File: config.mk
export PLATFORM = sky130hd
export DESIGN_NAME = spi_req_arbiter
export DESIGN_NICKNAME = d
export VERILOG_FILES = /design/src/rtl/spi_pkg.sv /design/src/rtl/spi_rr_pick.sv /design/src/rtl/spi_req_arbiter.sv
export SDC_FILE = /design/constraint.sdc
export NUM_CORES = 1
export LEC_CHECK = 0
export CAP_MARGIN = 0
export CELL_PAD_IN_SITES_DETAIL_PLACEMENT = 1
export CELL_PAD_IN_SITES_GLOBAL_PLACEMENT = 1
export CORE_MARGIN = 2
export CORE_UTILIZATION = 28
export DETAILED_ROUTE_END_ITERATION = 8
export PLACE_DENSITY_LB_ADDON = 0.08
export SLEW_MARGIN = 25
export SYNTH_ARGS = -nofsm -noshare
export SYNTH_HDL_FRONTEND = slang
export SYNTH_SLANG_ARGS = --single-unit
File: constraint.sdc
create_clock -name clk -period 1.9 [get_ports clk]
set_input_delay 0.57 -clock clk [delete_from_list [all_inputs] [get_ports clk]]
set_output_delay 0.57 -clock clk [all_outputs]
set_load 0.01 [all_outputs]
File: src/rtl/spi_pkg.sv
// Shared types and constants for the SPI requester arbiter and its
// helper logic.
package spi_pkg;

  typedef enum logic {
    IDLE = 1'b0,
    BUSY = 1'b1
  } arb_state_t;

  localparam int SPI_BYTE_W      = 8;
  localparam int DEFAULT_TIMEOUT = 1024;

  // An index into a set of n items, but never narrower than one bit.
  function automatic int clog2_min1(input int n);
    return (n <= 2) ? 1 : $clog2(n);
  endfunction

endpackage

File: src/rtl/spi_rr_pick.sv
// Combinational round-robin winner select with a sticky-owner option.
// It can be reused by any arbiter that shares a peripheral between requesters.
module spi_rr_pick
  import spi_pkg::*;
#(
  parameter  int N_REQ = 4,
  localparam int SEL_W = clog2_min1(N_REQ)
) (
  input  logic [N_REQ-1:0] req,
  input  logic [SEL_W-1:0] last,
  input  logic             lock_hold,
  output logic [SEL_W-1:0] win,
  output logic             win_valid
);

  logic [SEL_W-1:0] idx;

  always_comb begin
    // NOTE: every output gets a default first so no path leaves it unassigned (no latch).
    win       = last;
    win_valid = 1'b0;
    idx       = last;
    if (lock_hold && req[last]) begin
      win_valid = 1'b1;
    end else begin
      // Scan from the farthest offset down, so the nearest requester after
      // 'last' is the final assignment and therefore the winner.
      for (int off = N_REQ; off >= 1; off--) begin
        idx = SEL_W'((int'(last) + off) % N_REQ);
        if (req[idx]) begin
          win       = idx;
          win_valid = 1'b1;
        end
      end
    end
  end

endmodule

File: src/rtl/spi_req_arbiter.sv
// Round-robin sequencer sharing one byte-wide SPI master between N_REQ
// requesters, with burst lock and a watchdog for a missing m_done.
module spi_req_arbiter
  import spi_pkg::*;
#(
  parameter  int N_REQ   = 4,
  parameter  int TIMEOUT = DEFAULT_TIMEOUT,
  localparam int SEL_W   = clog2_min1(N_REQ)
) (
  input  logic                        clk,
  input  logic                        rst,
  input  logic [N_REQ-1:0]            req,
  input  logic [N_REQ-1:0]            req_lock,
  input  logic [SPI_BYTE_W*N_REQ-1:0] req_data,
  output logic [N_REQ-1:0]            gnt,
  output logic [N_REQ-1:0]            rsp_valid,
  output logic [SPI_BYTE_W-1:0]       rsp_data,
  output logic                        rsp_err,
  output logic                        busy,
  output logic                        m_start,
  output logic [SPI_BYTE_W-1:0]       m_tx_data,
  output logic [SEL_W-1:0]            m_sel,
  input  logic                        m_done,
  input  logic [SPI_BYTE_W-1:0]       m_rx_data
);

  localparam int               WD_W    = $clog2(TIMEOUT) + 1;
  localparam logic [WD_W-1:0]  WD_LAST = WD_W'(TIMEOUT - 1);
  localparam logic [N_REQ-1:0] ONE_HOT = N_REQ'(1);

  arb_state_t       state;
  logic [SEL_W-1:0] last;
  logic             lock_hold;
  logic [WD_W-1:0]  wdog;
  logic [SEL_W-1:0] win;
  logic             win_valid;

  spi_rr_pick #(.N_REQ(N_REQ)) u_pick (
    .req       (req),
    .last      (last),
    .lock_hold (lock_hold),
    .win       (win),
    .win_valid (win_valid)
  );

  always_ff @(posedge clk) begin
    if (rst) begin
      // NOTE: sequential state uses non-blocking assignments so every register
      // samples the pre-edge values regardless of statement order.
      state     <= IDLE;
      last      <= SEL_W'(N_REQ - 1);
      lock_hold <= 1'b0;
      wdog      <= '0;
      gnt       <= '0;
      rsp_valid <= '0;
      rsp_data  <= '0;
      rsp_err   <= 1'b0;
      busy      <= 1'b0;
      m_start   <= 1'b0;
      m_tx_data <= '0;
      m_sel     <= '0;
    end else begin
      gnt       <= '0;
      m_start   <= 1'b0;
      rsp_valid <= '0;
      rsp_err   <= 1'b0;
      case (state)
        IDLE: begin
          if (win_valid) begin
            gnt       <= ONE_HOT << win;
            m_start   <= 1'b1;
            m_tx_data <= req_data[win*SPI_BYTE_W +: SPI_BYTE_W];
            m_sel     <= win;
            busy      <= 1'b1;
            wdog      <= '0;
            state     <= BUSY;
          end
        end
        BUSY: begin
          wdog <= wdog + 1'b1;
          // A real completion beats the watchdog when both land together.
          if (m_done) begin
            rsp_valid <= ONE_HOT << m_sel;
            rsp_data  <= m_rx_data;
            last      <= m_sel;
            lock_hold <= req_lock[m_sel];
            busy      <= 1'b0;
            state     <= IDLE;
          end else if (wdog == WD_LAST) begin
            rsp_valid <= ONE_HOT << m_sel;
            rsp_err   <= 1'b1;
            rsp_data  <= '0;
            last      <= m_sel;
            lock_hold <= 1'b0;
            busy      <= 1'b0;
            state     <= IDLE;
          end
        end
        default: state <= IDLE;
      endcase
    end
  end

endmodule

==> out/metrics.cfg <==
[synth]
synth_area_leaders=dfxtp_1 46%, mux2i_1 9.4%, nor2_1 4.5%
yosys_warnings=0
synth_nets=249
synth_top_area_share_pct=46.1
async_reset_ff_share_pct=0
syn_area_per_cell_um2=9.70
synth_ff_type=dfxtp_1
ys_ff_latch=44
synth.top_cells.by_count=44 x dfxtp_1, 23 x nor2_1, 19 x nand2_1, 18 x mux2i_1, 11 x a21oi_1
ys_types=46
synth_edf_count=0
ys_seq_area_share_pct=46.1
synth_most_common_cell=dfxtp_1
yosysTopAreaCell=dfxtp_1
synthCells=197
syn_area_mm2=0.00191

[finish]
num_antenna_cells=0
final_util_pct=48.0
num-fill-cells=754
final_cell_area_mm2=0.00320
final_cell_count_no_fill=386
area_growth_pct=67.7
fin_nets=360
drive_gt1_share_pct=20.9

[clock_tree]
cts_sinks=44
htreeDepth=2
cts_made_buffers=5
cts_tree=yes
insertion_delay_ns=0.30
ctsHoldBuffers=0
cts-root-buf=clkbuf_8
cts_buffer_depth=2
path_clk_slew_ns=0.08

[floorplan]
start_util_pct=28.6
io_pins=80
design.die.area_mm2=0.00750
die_h_um=86.6
die_x_um=86.6
core-area_mm2=0.00668
rows=30

[global_route]
overflow=0
grtUsageTotal_pct=15.9
first_global_vias=1865
grt_start_max_net_pins=12
grt_first_pass_wirelength_um=9150
antenna_found_initial=0

[critical_path]
critPathArrivalTime_ns=2.17
regToRegSetupSlack_ns=-0.1
crit_path_end_kind=flip-flop
critPathMaxFanout=10
reg2reg_depth=8
start_kind=flip-flop
cp.required_ns=2.07
criticalPathCategory=reg2reg

[sta]
max_slew_margin_pct=76.5
finalCriticalPeriod_ns=2.00
fin_ws_ns=-0.0986
layout_worst_path_cycle_share_pct=105
fmax_mhz=500
hold_viol=0
grt_setup_unrepaired=yes
tightest_slew_ns=0.352
finalSetupViolCount=8
slew_viol_final=0
skew_ns=0.0103

[placed_design]
dpl.cell_count=376
place.port_buffers=79
hpwlAfterDp_um=4270
dp_slack_ns=-0.762
place_area_mm2=0.00301
gp_congestion=0.729

[worst_hold_path]
min_path_type=reg2reg
hold_depth=2

[route]
drtAntennaViolNets=0
drtIter0Drc=27
first_pass_iters=4
vias=1891
wl_per_cell_um=15.2
drc=0
vias_per_cell=4.90
wirelength_um=5850

[outcome]
violations=setup timing
outcome=finished, violations left

[job]
maxCapViolCount=0

[pwr]
peakVddDrop_uv=263
p_per_area_mw_per_mm2=712
leakagePower_uw=0.00128
total_power_uw=2280

[layer usage]
layer / track usage, % / up-vias / wire (µm)
li1: - / 932 / -
met1: 19.2 / 895 / 2630
met4: 5.11 / 0 / 78
met5: 0 / - / 0
met2: 26.7 / 58 / 2770
met3: 5.05 / 6 / 372
[critical path: stages (launching register included)]
cell and delay [ns]:
dfxtp_4 0.40, nand2b_4 0.16, o221ai_4 0.11, a2111oi_4 0.40
xnor2_2 0.17, buf_4 0.14, buf_12 0.13, mux2i_1 0.22
o221ai_1 0.13
[through the flow]
step	hold slack (ns)	setup TNS, ns
floorplan	0.466	-0.539
detailed placement	0.454	-18.61
finish	0.471	-0.507
global placement	0.449	-17.89
CTS	0.474	-0.749
global route	0.505	-1.41
[report_power, final]
part | total, µW | switching, µW | internal, µW
logic | 721 | 284 | 437
registers | 1020 | 38.3 | 984
clock network | 539 | 302 | 238
total | 2280 | 624 | 1660
[registers in the layout, summed over array words and instances (netlist names), 2 cells and up]
| name | cells |
|---|---|
| last | 2 |
| m_tx_data | 8 |
| m_sel | 2 |
| wdog | 11 |
| rsp_valid | 4 |
| gnt | 4 |
| rsp_data | 8 |
[cells in the final DEF, fill, tap and decap left out, types with 2 or more instances in the layout]
cell / n
nor2_1: 23
o211ai_1: 2
a22o_1: 9
inv_1: 3
and3_1: 2
nor4_1: 2
or2_2: 2
a21oi_1: 9
mux2i_1: 17
buf_12: 3
xor2_1: 2
buf_4: 30
a21oi_2: 2
o221ai_1: 8
clkbuf_8: 5
nand3_1: 5
clkdlybuf4s50_1: 75
nor2b_1: 2
nor3b_1: 2
dfxtp_1: 43
or3_1: 2
nand2_1: 17
nand2_2: 2
nand4_1: 2
nand2b_1: 3
buf_2: 2
[area by class of cell]
cell class,instances,area [µm²],share of cell area (%)
clock buffer,5,68.8,2.15
inverter,4,15.0,0.469
timing repair buffer,113,1090,33.9
sequential,44,885,27.6
tap,80,100,3.12
multi-input combinational,140,1050,32.7
[cells by family after synthesis]
family / count (synthesis) / synth area share [%]
flops: 44 / 46.1
simple gates: 74 / 19.1
buf+inv: 13 / 3.80
compound gates: 40 / 16.8
xor+xnor: 4 / 1.83
fa+ha+maj: 2 / 1.18
mux: 20 / 11.2
[final timing paths]
check / from / end
max: last[0]$_SDFFE_PP1P_ / m_tx_data[3]$_SDFFE_PP0P_
min: m_tx_data[2]$_SDFFE_PP0P_ / m_tx_data[2]$_SDFFE_PP0P_
min reg2reg: m_tx_data[2]$_SDFFE_PP0P_ / m_tx_data[2]$_SDFFE_PP0P_
max reg2reg: last[0]$_SDFFE_PP1P_ / m_tx_data[3]$_SDFFE_PP0P_
[repair_timing]
item	4_1_cts	5_1_grt
gates cloned	2	0
gates resized for setup	28	8
endpoints found under the setup margin	28	15
endpoints found under the hold margin	0	0
pin swaps	7	5
buffers inserted	2	2
No activity file was read; power rests on OpenSTA's default activity.
